[config.mk]
export PLATFORM = sky130hd
export DESIGN_NAME = vproc_vmem_bridge
export DESIGN_NICKNAME = d
export VERILOG_FILES = /design/src/rtl/vproc_vmem_bridge.sv
export SDC_FILE = /design/constraint.sdc
export NUM_CORES = 1
export LEC_CHECK = 0
export ABC_AREA = 1
export BUFFER_PORTS_ARGS = -buffer_cell sky130_fd_sc_hd__buf_2
export CORE_AREA = 2 2 188 190
export CTS_BUF_LIST = sky130_fd_sc_hd__clkbuf_2 sky130_fd_sc_hd__clkbuf_4 sky130_fd_sc_hd__clkbuf_8
export DETAILED_ROUTE_END_ITERATION = 8
export DIE_AREA = 0 0 190 192
export PLACE_DENSITY = 0.69
export SETUP_SLACK_MARGIN = 0.02
export SYNTH_ARGS = -nofsm -noshare
export SYNTH_HDL_FRONTEND = slang
export SYNTH_SLANG_ARGS = --single-unit
[constraint.sdc]
create_clock -name clk_i -period 2.16 [get_ports clk_i]
set_input_delay 0.324 -clock clk_i [delete_from_list [all_inputs] [get_ports clk_i]]
set_output_delay 0.324 -clock clk_i [all_outputs]
set_load 0.05 [all_outputs]
[src/rtl/vproc_vmem_bridge.sv]
// vproc_vmem_bridge: wide-to-narrow memory bridge for the vector core.
// Takes one VMEM_W-bit request from the vector data port (req/gnt/rvalid)
// and replays it as VMEM_W/DW sequential DW-bit beats on a downstream
// req/gnt/rvalid port. Read beats are reassembled, beat errors are merged,
// and one wide response is returned. Write beats with no enabled byte
// are never issued.
//
// Ports:
//   clk_i, rst_ni       clock, asynchronous active-low reset
//   vmem_req_i/gnt_o    upstream request / grant (grant only in IDLE)
//   vmem_addr_i         upstream byte address (aligned down to WIDE_B)
//   vmem_we_i/be_i      upstream write enable / byte enables
//   vmem_wdata_i        upstream write data
//   vmem_rvalid_o       upstream single-cycle response pulse
//   vmem_rdata_o/err_o  upstream response data / error (0 when idle)
//   mem_req_o/gnt_i     downstream beat request / grant
//   mem_addr_o          downstream beat byte address
//   mem_we_o/be_o       downstream write enable / beat byte enables
//   mem_wdata_o         downstream beat write data
//   mem_rvalid_i        downstream in-order beat response
//   mem_rdata_i/err_i   downstream beat read data / error
module vproc_vmem_bridge #(
   parameter int unsigned VMEM_W = 128,
   parameter int unsigned DW     = 64
) (
   input  logic                  clk_i,
   input  logic                  rst_ni,
   input  logic                  vmem_req_i,
   output logic                  vmem_gnt_o,
   input  logic [31:0]           vmem_addr_i,
   input  logic                  vmem_we_i,
   input  logic [VMEM_W/8-1:0]   vmem_be_i,
   input  logic [VMEM_W-1:0]     vmem_wdata_i,
   output logic                  vmem_rvalid_o,
   output logic [VMEM_W-1:0]     vmem_rdata_o,
   output logic                  vmem_err_o,
   output logic                  mem_req_o,
   input  logic                  mem_gnt_i,
   output logic [31:0]           mem_addr_o,
   output logic                  mem_we_o,
   output logic [DW/8-1:0]       mem_be_o,
   output logic [DW-1:0]         mem_wdata_o,
   input  logic                  mem_rvalid_i,
   input  logic [DW-1:0]         mem_rdata_i,
   input  logic                  mem_err_i
);

   localparam int unsigned NBEAT  = VMEM_W / DW;
   localparam int unsigned BEAT_B = DW / 8;
   localparam int unsigned WIDE_B = VMEM_W / 8;
   localparam int unsigned CW     = $clog2(NBEAT + 1);

   localparam logic [31:0] ALIGN_MASK = ~(32'(WIDE_B) - 32'd1);

   typedef enum logic [1:0] {
      IDLE  = 2'd0,
      ISSUE = 2'd1,
      WAIT  = 2'd2,
      RESP  = 2'd3
   } state_e;

   state_e state_q, state_d;

   logic [31:0]       base_q;
   logic              we_q;
   logic [WIDE_B-1:0] be_q;
   logic [VMEM_W-1:0] wdata_q;
   logic [NBEAT-1:0]  pend_q;
   logic [CW-1:0]     gcnt_q;
   logic [CW-1:0]     rcnt_q;
   logic              err_q;
   logic [VMEM_W-1:0] rdata_q;

   logic [NBEAT-1:0]  new_mask;
   logic [NBEAT-1:0]  cur_oh;
   logic [NBEAT-1:0]  pend_clr;
   logic              accept;
   logic              issue_gnt;
   logic              resp_in;

   // Beats that must go downstream: every beat of a read, but only
   // write beats carrying at least one enabled byte.
   always_comb begin
      new_mask = '0;
      for (int k = 0; k < NBEAT; k++) begin
         new_mask[k] = vmem_we_i ? |vmem_be_i[k*BEAT_B +: BEAT_B] : 1'b1;
      end
   end

   // One-hot of the lowest pending beat.
   always_comb begin
      cur_oh = '0;
      for (int k = NBEAT - 1; k >= 0; k--) begin
         if (pend_q[k]) begin
            cur_oh    = '0;
            cur_oh[k] = 1'b1;
         end
      end
   end

   assign pend_clr  = pend_q & ~cur_oh;
   assign accept    = (state_q == IDLE) && vmem_req_i;
   assign issue_gnt = (state_q == ISSUE) && mem_gnt_i;
   assign resp_in   = ((state_q == ISSUE) || (state_q == WAIT)) &&
                      mem_rvalid_i;

   always_ff @(posedge clk_i or negedge rst_ni) begin
      if (!rst_ni) begin
         state_q <= IDLE;
      end else begin
         state_q <= state_d;
      end
   end

   always_comb begin
      state_d = state_q;
      unique case (state_q)
         IDLE: begin
            if (vmem_req_i) begin
               state_d = (|new_mask) ? ISSUE : RESP;
            end
         end
         ISSUE: begin
            if (mem_gnt_i && (pend_clr == '0)) begin
               state_d = WAIT;
            end
         end
         WAIT: begin
            // The last response can only arrive here, since every
            // response trails its grant by at least one cycle.
            if ((rcnt_q + CW'(mem_rvalid_i)) == gcnt_q) begin
               state_d = RESP;
            end
         end
         RESP: begin
            state_d = IDLE;
         end
         default: begin
            state_d = IDLE;
         end
      endcase
   end

   always_comb begin
      vmem_gnt_o    = 1'b0;
      vmem_rvalid_o = 1'b0;
      vmem_rdata_o  = '0;
      vmem_err_o    = 1'b0;
      mem_req_o     = 1'b0;
      mem_addr_o    = '0;
      mem_we_o      = 1'b0;
      mem_be_o      = '0;
      mem_wdata_o   = '0;
      unique case (state_q)
         IDLE: begin
            vmem_gnt_o = vmem_req_i;
         end
         ISSUE: begin
            mem_req_o = 1'b1;
            mem_we_o  = we_q;
            for (int k = 0; k < NBEAT; k++) begin
               if (cur_oh[k]) begin
                  mem_addr_o  = base_q + 32'(k * BEAT_B);
                  mem_be_o    = be_q[k*BEAT_B +: BEAT_B];
                  mem_wdata_o = wdata_q[k*DW +: DW];
               end
            end
         end
         RESP: begin
            vmem_rvalid_o = 1'b1;
            vmem_rdata_o  = rdata_q;
            vmem_err_o    = err_q;
         end
         default: begin
         end
      endcase
   end

   always_ff @(posedge clk_i or negedge rst_ni) begin
      if (!rst_ni) begin
         base_q  <= '0;
         we_q    <= 1'b0;
         be_q    <= '0;
         wdata_q <= '0;
         pend_q  <= '0;
         gcnt_q  <= '0;
         rcnt_q  <= '0;
         err_q   <= 1'b0;
         rdata_q <= '0;
      end else begin
         if (accept) begin
            base_q  <= vmem_addr_i & ALIGN_MASK;
            we_q    <= vmem_we_i;
            be_q    <= vmem_be_i;
            wdata_q <= vmem_wdata_i;
            pend_q  <= new_mask;
            gcnt_q  <= '0;
            rcnt_q  <= '0;
            err_q   <= 1'b0;
            rdata_q <= '0;
         end
         if (issue_gnt) begin
            pend_q <= pend_clr;
            gcnt_q <= gcnt_q + CW'(1);
         end
         // Responses come back in grant order, so the response count
         // doubles as the slice index of the incoming read beat.
         if (resp_in) begin
            rcnt_q <= rcnt_q + CW'(1);
            err_q  <= err_q | mem_err_i;
            if (!we_q) begin
               for (int k = 0; k < NBEAT; k++) begin
                  if (rcnt_q == CW'(k)) begin
                     rdata_q[k*DW +: DW] <= mem_rdata_i;
                  end
               end
            end
         end
      end
   end

endmodule

==> impl_metrics.xml <==
<?xml version="1.0" encoding="UTF-8"?>
<metrics>
  <group name="routing">
    <metric name="detail-route-antenna-nets" unit="">0</metric>
    <metric name="drtPass1Iterations" unit="">7</metric>
    <metric name="routed-via-count" unit="">15706</metric>
    <metric name="drt_first_iter_violations" unit="">1369</metric>
    <metric name="drc_violation_count_after_routing" unit="">0</metric>
    <metric name="viasPerCell" unit="">5.34</metric>
    <metric name="routed_wirelength" unit="um">60200</metric>
    <metric name="routed_wire_length_per_instance" unit="um">20.5</metric>
  </group>
  <group name="placement">
    <metric name="io_buffer_count" unit="">476</metric>
    <metric name="final_gp_congestion" unit="">0.832</metric>
    <metric name="preCtsSetupSlack" unit="ns">0.136</metric>
    <metric name="detailed_place.area" unit="mm^2">0.0171</metric>
    <metric name="total_half_perimeter_wirelength_after_legalization_and_detailed_placement" unit="um">29500</metric>
  </group>
  <group name="synth">
    <metric name="yosys_register_bits" unit="">310</metric>
    <metric name="ys_types" unit="">24</metric>
    <metric name="post_synth.cell_area_avg" unit="um^2">8.34</metric>
    <metric name="yosys_warnings" unit="">0</metric>
    <metric name="syn-cell-area" unit="mm^2">0.0143</metric>
    <metric name="postSynthCellCount" unit="">1711</metric>
    <metric name="seq_area_frac_synth" unit="%">54.4</metric>
  </group>
  <group name="setup_path">
    <metric name="crit_slowest_cell" unit="">sky130_fd_sc_hd__dfrtp_1</metric>
    <metric name="worst_ep_arrival_time" unit="ns">2.14</metric>
    <metric name="cpMostUsedCell" unit="">sky130_fd_sc_hd__buf_12</metric>
    <metric name="critPathMaxStageDelay" unit="ns">0.39</metric>
    <metric name="critical_path.endpoint_type" unit="">output port</metric>
    <metric name="worst_ep_required_time" unit="ns">1.84</metric>
    <metric name="critPathKind" unit="">reg -&gt; out</metric>
    <metric name="worstPathBufferInverterCount" unit="">4</metric>
    <metric name="top_cell_family_by_delay_on_the_critical_path" unit="">buffers and inverters</metric>
    <metric name="critPathLaunchType" unit="">flip-flop</metric>
    <metric name="crit_chain" unit="">inv_2 -&gt; ha_4 -&gt; nand2_4 -&gt; nor2_4 -&gt; buf_12 -&gt; buf_12 -&gt; a22o_2 -&gt; buf_6</metric>
    <metric name="path_max_fanout" unit="">16</metric>
  </group>
  <group name="floorplan">
    <metric name="die_h" unit="um">192</metric>
    <metric name="core-area" unit="mm^2">0.0343</metric>
    <metric name="die_width" unit="um">190</metric>
    <metric name="io_pins" unit="">484</metric>
    <metric name="rows" unit="">68</metric>
    <metric name="die_area" unit="mm^2">0.0365</metric>
    <metric name="initial_core_util" unit="%">41.6</metric>
  </group>
  <group name="sta">
    <metric name="timing.final.setup_violations" unit="">231</metric>
    <metric name="worst-slew-pin-transition" unit="ns">0.586</metric>
    <metric name="grt_setup_unrepaired" unit="">yes</metric>
    <metric name="fin_setup_tns" unit="ns">-36.86</metric>
    <metric name="clock_tree_skew_after_final_layout" unit="ns">0.0316</metric>
    <metric name="max_freq" unit="MHz">406</metric>
    <metric name="timing.final.crit_share" unit="%">114</metric>
    <metric name="timing.slew.headroom" unit="%">60.9</metric>
    <metric name="layout_setup_ws" unit="ns">-0.302</metric>
    <metric name="post-route-min-period" unit="ns">2.46</metric>
    <metric name="final_hold_viol_count" unit="">0</metric>
    <metric name="timing.final.max_slew_violations" unit="">0</metric>
  </group>
  <group name="global_route">
    <metric name="global_route.overflow_total" unit="">0</metric>
    <metric name="first_global_vias" unit="">15896</metric>
    <metric name="track_usage" unit="%">29.5</metric>
    <metric name="grt_first_pass_wirelength" unit="um">85000</metric>
    <metric name="number_of_antenna_violations_at_the_first_check_in_global_routing" unit="">6</metric>
    <metric name="grt_start_max_net_pins" unit="">129</metric>
  </group>
  <group name="cells_and_area">
    <metric name="mostFrequentLayoutCell" unit="">sky130_fd_sc_hd__nand2_1</metric>
    <metric name="fin_nets" unit="">2696</metric>
    <metric name="fillers" unit="">2178</metric>
    <metric name="final_cell_area" unit="mm^2">0.0235</metric>
    <metric name="post_route_cells_drive_above_1_share" unit="%">32.5</metric>
    <metric name="most-common-layout-cells" unit="">sky130_fd_sc_hd__nand2_1 (579), sky130_fd_sc_hd__dfrtp_1 (308), sky130_fd_sc_hd__buf_2 (243)</metric>
    <metric name="area_growth_syn_to_layout" unit="%">65.0</metric>
    <metric name="layout.core_utilization" unit="%">68.6</metric>
    <metric name="multi_input_comb_area" unit="mm^2">0.00542</metric>
    <metric name="final-seq-area" unit="mm^2">0.00776</metric>
  </group>
  <group name="outcome">
    <metric name="outcome" unit="">complete, but fails checks</metric>
    <metric name="violations" unit="">setup timing</metric>
  </group>
  <group name="clocking">
    <metric name="clock_tree_from_tritoncts" unit="">yes</metric>
    <metric name="clk_root_buffer_cell" unit="">sky130_fd_sc_hd__clkbuf_8</metric>
    <metric name="cts_made_buffers" unit="">53</metric>
    <metric name="cts.clk_slew.worst_paths" unit="ns">0.06</metric>
    <metric name="htreeDepth" unit="">2</metric>
    <metric name="buffer_depth_of_the_longest_clock_path" unit="">3</metric>
    <metric name="cts_sinks" unit="">310</metric>
    <metric name="worstSkewPairLatency" unit="ns">0.63</metric>
  </group>
  <group name="job">
    <metric name="maxCapViolCount" unit="">0</metric>
  </group>
  <group name="worst_hold_path">
    <metric name="worstHoldPathType" unit="">in -&gt; reg</metric>
  </group>
  <group name="power_and_ir_drop">
    <metric name="leakagePower" unit="nW">12.9</metric>
    <metric name="power" unit="mW">31.5</metric>
    <metric name="power.density_cell_area" unit="mW/mm^2">1340</metric>
    <metric name="vdd.ir_drop.worst" unit="mV">1.00</metric>
  </group>
</metrics>
==> state kept, by name, summed over array words and instances (netlist names) <==
name     count
wdata_q    128
state_q      2
rcnt_q       2
we_q         1
base_q      28
rdata_q    128
be_q        16
err_q        1
gcnt_q       2
pend_q       2
==> cell usage after synthesis, drive strengths merged <==
library cell / instances / area, um^2
nand2: 612 / 2310
dfrtp: 310 / 7760
inv: 241 / 905
o21ai: 170 / 855
nand3: 140 / 701
buf: 108 / 798
a22o: 72 / 631
nor2: 39 / 156
ha: 8 / 100
clkbuf: 6 / 22.5
a21oi: 1 / 5.00
conb: 1 / 3.75
o31ai: 1 / 7.51
or2: 1 / 6.26
xnor2: 1 / 8.76
==> per-layer routing <==
layer | part of all wire [%] | track usage, %
met2 | 48 | 50.7
met4 | 6.8 | 16.3
met1 | 35 | 33.9
met5 | 0.027 | 0
met3 | 10 | 7.36
==> cell families after synthesis <==
logic type,share of synthesized area [%]
other,0.0263
buffers and inverters,12.1
xor gates and xnor gates,0.0614
adders and majority gates,0.702
DFF,54.4
and+or+nand+nor,22.2
AOI/OAI and AO/OA,10.5
==> per-stage QoR <==
| stage | hold slack (ns) | cells |
|---|---|---|
| detailed placement | 0.244 | 2568 |
| global placement | 0.244 | 2568 |
| global route | 0.0269 | 2939 |
| floorplan | 0.0284 | 1713 |
| finish | 0.0405 | 2940 |
| CTS | 0.000924 | 2916 |
==> worst paths after layout <==
path | start | to | depth (start not counted) | slack [ns]
hold reg to reg | be_q[8] | be_q[8] | 2 | 0.48
min in group asynchronous | rst_ni | rdata_q[77] | 2 | 0.23
hold / removal | mem_rdata_i[34] | rdata_q[34] | 3 | 0.04
max in group asynchronous | rst_ni | rdata_q[49] | 3 | 1.12
setup / recovery | state_q[1] | mem_wdata_o[54] | 8 | -0.30
setup reg to reg | state_q[1] | rdata_q[93] | 10 | 0
==> power breakdown <==
group          internal, mW  switching [mW]  leakage [nW]
clock network          3.45            2.57         0.624
registers              8.25            1.81          4.00
logic                  5.95            9.49          8.28
==> tightest hold or removal path: cells and delay by family <==
kind                   cells  cell delay, ns
AOI/OAI and AO/OA          1            0.12
buffers and inverters      2            0.15
==> what timing repair did <==
| item | CTS | global route |
|---|---|---|
| gates resized for setup | 555 | 138 |
| hold buffers | 232 | 0 |
| pin swaps | 3 | 2 |
| setup buffers | 17 | 9 |
| setup endpoints to repair | 232 | 234 |
| gates cloned | 6 | 10 |
| endpoints found under the hold margin | 367 | 0 |
==> cell type report <==
cell class / count / area share [%]
Sequential cell: 310 / 33.0
Timing Repair Buffer: 786 / 32.5
Multi-Input combinational cell: 1048 / 23.0
Clock buffer: 84 / 4.46
Inverter: 241 / 3.91
Tap cell: 455 / 2.42
Clock inverter: 9 / 0.622
Antenna cell: 6 / 0.0638
Timing Repair inverter: 1 / 0.0372
Power figures use the tool's default switching activity.
